$ cat src/rtl/wb_arbiter_pkg.sv
// Shared widths and the write-request record used by the write-back arbiter
// and its LSU result buffer.
package pkg_parameters;

    localparam int XLEN       = 32;
    localparam int NUM_REG    = 32;
    localparam int REG_ADDR_W = $clog2(NUM_REG);

    typedef struct packed {
        logic [REG_ADDR_W-1:0] addr;
        logic [XLEN-1:0]       data;
    } wb_req_t;

    function automatic logic [NUM_REG-1:0] reg_decode(input logic [REG_ADDR_W-1:0] addr);
        logic [NUM_REG-1:0] onehot;
        onehot       = '0;
        onehot[addr] = 1'b1;
        return onehot;
    endfunction

endpackage

$ cat src/rtl/wb_arbiter_fifo.sv
// LSU result buffer: in-order FIFO of write requests, each with a live bit
// that a younger ALU write to the same register can clear (WAW squash).
module wb_fifo
    import pkg_parameters::*;
#(
    parameter int DEPTH = 4
) (
    input  logic                                  clk,
    input  logic                                  rst,
    input  logic                                  flush,
    input  logic                                  push,
    input  wb_req_t                               push_req,
    input  logic                                  pop,
    input  logic                                  squash,
    input  logic [REG_ADDR_W-1:0]                 squash_addr,
    output wb_req_t                               head,
    output logic                                  head_live,
    output logic                                  full,
    output logic                                  empty,
    output logic [DEPTH-1:0][REG_ADDR_W-1:0]      entry_addr,
    output logic [DEPTH-1:0]                      entry_live
);

    localparam int PW = $clog2(DEPTH);

    wb_req_t          mem [DEPTH];
    logic [DEPTH-1:0] live;
    logic [PW:0]      wr_ptr;
    logic [PW:0]      rd_ptr;
    logic [PW-1:0]    wr_idx;
    logic [PW-1:0]    rd_idx;
    logic             do_push;
    logic             do_pop;

    assign wr_idx  = wr_ptr[PW-1:0];
    assign rd_idx  = rd_ptr[PW-1:0];
    assign full    = (wr_ptr[PW] != rd_ptr[PW]) && (wr_idx == rd_idx);
    assign empty   = (wr_ptr == rd_ptr);
    assign do_push = push && !full && !flush;
    assign do_pop  = pop && !empty && !flush;

    always_ff @(posedge clk) begin
        if (!rst || flush) begin
            wr_ptr <= '0;
            rd_ptr <= '0;
        end else begin
            if (do_push) wr_ptr <= wr_ptr + 1'b1;
            if (do_pop)  rd_ptr <= rd_ptr + 1'b1;
        end
    end

    // Live is cleared on pop so that live alone means "occupied and will write".
    // The push update comes last: a same-cycle push is younger than the squashing ALU write.
    always_ff @(posedge clk) begin
        if (!rst || flush) begin
            live <= '0;
        end else begin
            for (int i = 0; i < DEPTH; i++) begin
                if (squash && (mem[i].addr == squash_addr)) live[i] <= 1'b0;
            end
            if (do_pop)  live[rd_idx] <= 1'b0;
            if (do_push) live[wr_idx] <= 1'b1;
        end
    end

    always_ff @(posedge clk) begin
        if (do_push) mem[wr_idx] <= push_req;
    end

    assign head       = mem[rd_idx];
    assign head_live  = live[rd_idx];
    assign entry_live = live;

    always_comb begin
        entry_addr = '0;
        for (int i = 0; i < DEPTH; i++) entry_addr[i] = mem[i].addr;
    end

endmodule

$ cat src/rtl/wb_arbiter.sv
// Register-file write-back arbiter: ALU results win every cycle, buffered LSU
// loads drain when the ALU is idle, and a pending bitmap exposes buffered loads.
module wb_arbiter #(
    parameter int XLEN      = pkg_parameters::XLEN,
    parameter int NUM_REG   = pkg_parameters::NUM_REG,
    parameter int LSU_DEPTH = 4
) (
    input  logic                                  clk,
    input  logic                                  rst,
    input  logic                                  flush,
    input  logic                                  alu_valid,
    input  logic [pkg_parameters::REG_ADDR_W-1:0] alu_addr,
    input  logic [XLEN-1:0]                       alu_data,
    input  logic                                  lsu_valid,
    output logic                                  lsu_ready,
    input  logic [pkg_parameters::REG_ADDR_W-1:0] lsu_addr,
    input  logic [XLEN-1:0]                       lsu_data,
    output logic                                  rd_web,
    output logic [pkg_parameters::REG_ADDR_W-1:0] rd_addr,
    output logic [XLEN-1:0]                       rd_data,
    output logic [NUM_REG-1:0]                    pending
);

    import pkg_parameters::*;

    wb_req_t                                 push_req;
    wb_req_t                                 head;
    logic                                    head_live;
    logic                                    full;
    logic                                    empty;
    logic [LSU_DEPTH-1:0][REG_ADDR_W-1:0]    entry_addr;
    logic [LSU_DEPTH-1:0]                    entry_live;
    logic                                    lsu_fire;
    logic                                    alu_squash;
    logic                                    pop;

    assign lsu_ready  = !full && rst;
    assign lsu_fire   = lsu_valid && lsu_ready;
    assign alu_squash = alu_valid && (alu_addr != '0);
    // A flush cycle never drains the buffer, so no discarded load reaches rd.
    assign pop        = !alu_valid && !flush && !empty;
    assign push_req   = '{addr: lsu_addr, data: lsu_data};

    wb_fifo #(
        .DEPTH (LSU_DEPTH)
    ) u_fifo (
        .clk         (clk),
        .rst         (rst),
        .flush       (flush),
        .push        (lsu_fire),
        .push_req    (push_req),
        .pop         (pop),
        .squash      (alu_squash),
        .squash_addr (alu_addr),
        .head        (head),
        .head_live   (head_live),
        .full        (full),
        .empty       (empty),
        .entry_addr  (entry_addr),
        .entry_live  (entry_live)
    );

    always_ff @(posedge clk) begin
        if (!rst) begin
            rd_web  <= 1'b0;
            rd_addr <= '0;
            rd_data <= '0;
        end else if (alu_valid) begin
            rd_web  <= (alu_addr != '0);
            rd_addr <= alu_addr;
            rd_data <= alu_data;
        end else if (pop) begin
            rd_web  <= head_live && (head.addr != '0);
            rd_addr <= head.addr;
            rd_data <= head.data;
        end else begin
            rd_web  <= 1'b0;
        end
    end

    always_comb begin
        pending = '0;
        for (int i = 0; i < LSU_DEPTH; i++) begin
            if (entry_live[i] && (entry_addr[i] != '0)) pending = pending | reg_decode(entry_addr[i]);
        end
    end

endmodule

$ cat config.mk
export PLATFORM = sky130hd
export DESIGN_NAME = wb_arbiter
export DESIGN_NICKNAME = d
export VERILOG_FILES = /design/src/rtl/wb_arbiter_pkg.sv /design/src/rtl/wb_arbiter_fifo.sv /design/src/rtl/wb_arbiter.sv
export SDC_FILE = /design/constraint.sdc
export NUM_CORES = 1
export LEC_CHECK = 0
export BUFFER_PORTS_ARGS = -buffer_cell sky130_fd_sc_hd__buf_2
export CAP_MARGIN = 20
export CORE_MARGIN = 3
export CORE_UTILIZATION = 57
export CTS_CLUSTER_SIZE = 20
export DETAILED_ROUTE_END_ITERATION = 16
export PLACE_DENSITY = 0.85
export SYNTH_ARGS = -nofsm -noshare
export SYNTH_HDL_FRONTEND = slang
export SYNTH_SLANG_ARGS = --single-unit
$ cat constraint.sdc
create_clock -name clk -period 3.46 [get_ports clk]
set_clock_uncertainty 0.2 [all_clocks]
set_input_delay 0.346 -clock clk [delete_from_list [all_inputs] [get_ports clk]]
set_output_delay 0.346 -clock clk [all_outputs]
set_load 0.03 [all_outputs]
==> metrics.log <==
[metrics] post-detailed-placement cell area: just over 10000 sq um
[metrics] final hold slack: 0.0836 ns
[metrics] min-delay worst type: input pin to register
[metrics] largest fanout of any net on the critical path: 12
[metrics] share of the synthesized area in the top cell type: between 40 and 50%
[metrics] RSZ-0062 raised after global routing: false
[metrics] pins over their slew limit: 0
[metrics] GPL Wtd Cong: about 0.92
[metrics] global-route met3 utilization: 7.22%
[metrics] headroom to the max-slew limit: about a third
[metrics] total track usage: about 29%
[metrics] path type of the worst setup path: register to primary output
[metrics] reg2reg end: u_fifo.mem[1][8]$_DFFE_PP_
[metrics] estimated wirelength of the detail-placed design: approximately 16000 um
[metrics] run status: complete, no violations
[metrics] die extent in y: 133 um
[metrics] critical path, cell by cell: nor2b_1 > nand3_1 > o221ai_1 > buf_2
[metrics] most frequent cell after synthesis: edfxtp_1
[metrics] floorplan die area: 17600 sq um
[metrics] Arr. time, crit path: between 2 and 2.5 ns
[metrics] DRT iter0 DRCs: roughly 560
[metrics] Least-Margin Pin Slew: ~1 ns
[metrics] maximum buffer depth of the clock tree: 2
[metrics] Switching Share: approximately 22%
[metrics] cell area after layout: around 11000 sq um
[metrics] sequential area share after synthesis: 59.4%
[metrics] async set-or-reset flop fraction in the synthesized netlist: 0%
[metrics] Antenna Nets Post-Route: 0
[metrics] Mapped Avg Cell Area: approximately 14 sq um
[metrics] share of total power in the clock network: 41.2%
[metrics] via count of the first global-routing pass: about 6700
[metrics] kind of start point of the critical path: register
[metrics] clock transition at the register clock pins on the worst setup and hold paths after CTS: about 0.070 ns
[metrics] standby leakage power: around 4.3 nW
[metrics] Worst Hold End: rd_data[27]$_SDFFE_PN0P_
[metrics] TNS Setup: 0 ns
[metrics] layout cell share with drive strength beyond 1: around 29%
[metrics] flip-flop and latch count after synthesis: about 200
[metrics] Filler Cell Count: 975
[metrics] EDFF count, synth: around 150
[metrics] initial core utilization: between 50 and 60%
[metrics] leading post-synthesis cells by instance count: edfxtp_1 (148), dfxtp_1 (50), clkbuf_1 (44)
[metrics] total clock sinks: 198
[metrics] final-stage net count: 897
[metrics] total of buffers placed on input and output ports: approximately 150
[metrics] top cell type by total area after synthesis: edfxtp_1
[metrics] endpoints failing hold: 0
[metrics] Switch Pwr: 1.18 mW
[metrics] number of buffers added for setup after CTS: 0
[metrics] Synth area leaders: edfxtp_1 (48%), dfxtp_1 (11%), mux4_2 (9.3%)
[metrics] remaining global-route overflow: 0
[metrics] antenna violations before repair: 1
[metrics] Inserted Clock Buffers: 17
[metrics] global-route met2 utilization: 47.1%
[metrics] number of setup violations in the final report: 0
[metrics] via total after detailed routing: approximately 6700
[metrics] number of library cell types mapped by synthesis: 56
[metrics] horizontal die dimension: about 130 um
[metrics] max cap viols: 0
[metrics] clock period minus final worst setup slack: between 2 and 3 ns
[metrics] total internal power: 4.08 mW
[metrics] power share of the sequential group: approximately half
[metrics] first-pass detailed-route iteration total: 5
[metrics] crit path max-delay cell type: nor2b_1
[metrics] synthesized area: between 9000 and 10000 sq um
[metrics] clock latency on the worst-skew pair: between 0.4 and 0.5 ns
[metrics] FP Rows: between 40 and 50
[metrics] global-route wire length before repair: approximately 38000 um
[metrics] share of power burned in combinational logic: 8.5%
[metrics] Pwr per Cell Area: 474 nW/um^2
[metrics] required time of the critical path: 2.91 ns
[metrics] pin count of the biggest net entering global routing: 79
[metrics] Syn Inst Count: between 600 and 700
[metrics] largest stage delay on the critical path: about 0.69 ns
[metrics] number of warnings printed during yosys synthesis: 0
[metrics] GRT busiest layer: met2
[metrics] Reg2Reg Launch Point: u_fifo.wr_ptr[2]$_SDFFE_PP0P_
[metrics] register-to-register setup slack: 1.00 ns
[metrics] count of cells along the worst register-to-register path: 4
[metrics] element type at the critical path end: primary output
[metrics] origin of the worst min-delay path: alu_data[27]
[metrics] average wire length per cell after detail routing: between 20 and 25 um
[metrics] Synth-to-Final Area Change: 21.0%
[metrics] post-synth net total: 741
[metrics] deepest level of the CTS H-tree: 4
[metrics] final design utilization: between 70% and 80%
[metrics] worst hold path stage count: 4
[metrics] core area: between 15000 and 20000 sq um
[metrics] Fmax achieved: between 0.3 and 0.4 GHz
[metrics] remaining design rule violation count: 0
[metrics] I/O Pins: 150
[metrics] Clock Tree Root: clkbuf_16
[metrics] Routed Wire Length: ~25000 um
[metrics] primary flip-flop cell chosen by synthesis mapping: edfxtp_1
[metrics] GR met1 Demand/Resource: between 30% and 40%
[metrics] detail-routed via count per cell: roughly 6.5
[metrics] worst vdd ir: around 0.55 mV
[metrics] final worst-path cycle share: approximately 84%
[metrics] TritonCTS clock tree: done
[metrics] Final Power: 5.26 mW
## sequential cells by signal, summed over array words and instances (netlist names), named ones only
name and count:
rd_web 1, u_fifo.mem 148, u_fifo.entry_live 4, rd_data 32
u_fifo.wr_ptr 3, u_fifo.rd_ptr 3, rd_addr 5
## routing by layer
layer  routed length (um)  vias to the layer above
met3                 2370                       51
met5                    0                        -
met1                 9820                     3316
met4                  539                        0
met2                12400                      412
li1                     -                     2903
## repair_timing
item                                   in CTS  in global routing
resized for setup                           0                  0
endpoints found under the hold margin     148                  0
setup endpoints to repair                   0                  0
hold buffers                               37                  0
## placed cells by master (no fill, tap or decap), types with 10 or more instances in the layout
master         instances
a22oi_1               14
buf_2                147
buf_4                 10
clkbuf_16             17
dfxtp_1               48
dlygate4sd3_1         37
edfxtp_1             148
mux2i_1               40
mux4_2                38
nand2_1               29
nand3_1               12
nor2_1                19
o211a_1               37
o21ai_0               38
o221ai_1              12
xnor2_1               14
xor2_1                14
## power by group through the flow
stage	Combinational (mW)	Sequential (mW)	Clock [mW]
global route	0.474	2.65	2.26
CTS	0.440	2.64	2.17
finish	0.447	2.64	2.17
global placement	0.385	2.69	0
detailed placement	0.402	2.69	0
floorplan	0.177	2.76	0
## stage by stage
stage               instances  worst slack (ns)
finish                   1035             0.536
global route             1035             0.414
CTS                      1034             0.548
detailed placement        965              1.02
global placement          965              1.05
floorplan                 654             0.694
## critical path, delay by kind of cell, from the launching register on
family,cells,cell delay (ns)
AOI/OAI and AO/OA,1,0.24
DFF,1,0.58
buffers and inverters,1,0.24
and+or+nand+nor,2,0.89
## cell families after synthesis
| family | share of synthesized area [%] |
|---|---|
| buf+inv | 3.04 |
| simple gates | 7.72 |
| other cells | 0.0409 |
| fa+ha+maj | 1.09 |
| compound gates | 12.3 |
| flops | 59.4 |
| xor+xnor | 2.67 |
| mux | 13.7 |
## worst max path at each step
| stage | from | endpoint | slack [ns] | cells past startpoint |
|---|---|---|---|---|
| 2_1_floorplan | u_fifo.mem[2][36]$_DFFE_PP_ | pending[2] | 0.69 | 4 |
| 3_3_place_gp | u_fifo.mem[1][36]$_DFFE_PP_ | pending[15] | 1.05 | 4 |
| 3_5_place_dp | u_fifo.mem[1][36]$_DFFE_PP_ | pending[15] | 1.02 | 4 |
| 4_1_cts | u_fifo.mem[1][36]$_DFFE_PP_ | pending[15] | 0.55 | 4 |
| 5_1_grt | u_fifo.mem[1][36]$_DFFE_PP_ | pending[15] | 0.41 | 4 |
| 6_report | u_fifo.mem[1][36]$_DFFE_PP_ | pending[15] | 0.54 | 4 |
## final cells by class
type / instances / area [sq um] / area share (%)
well taps: 211 / 264 / 2.38
multi-input cells: 388 / 3460 / 31.2
repair buffers: 197 / 1240 / 11.2
diodes: 1 / 2.50 / 0.0225
inverters: 8 / 30.0 / 0.271
clock inverters: 14 / 219 / 1.97
clock buffers: 18 / 429 / 3.87
flip-flops and latches: 198 / 5450 / 49.1
Power figures use the tool's default switching activity.
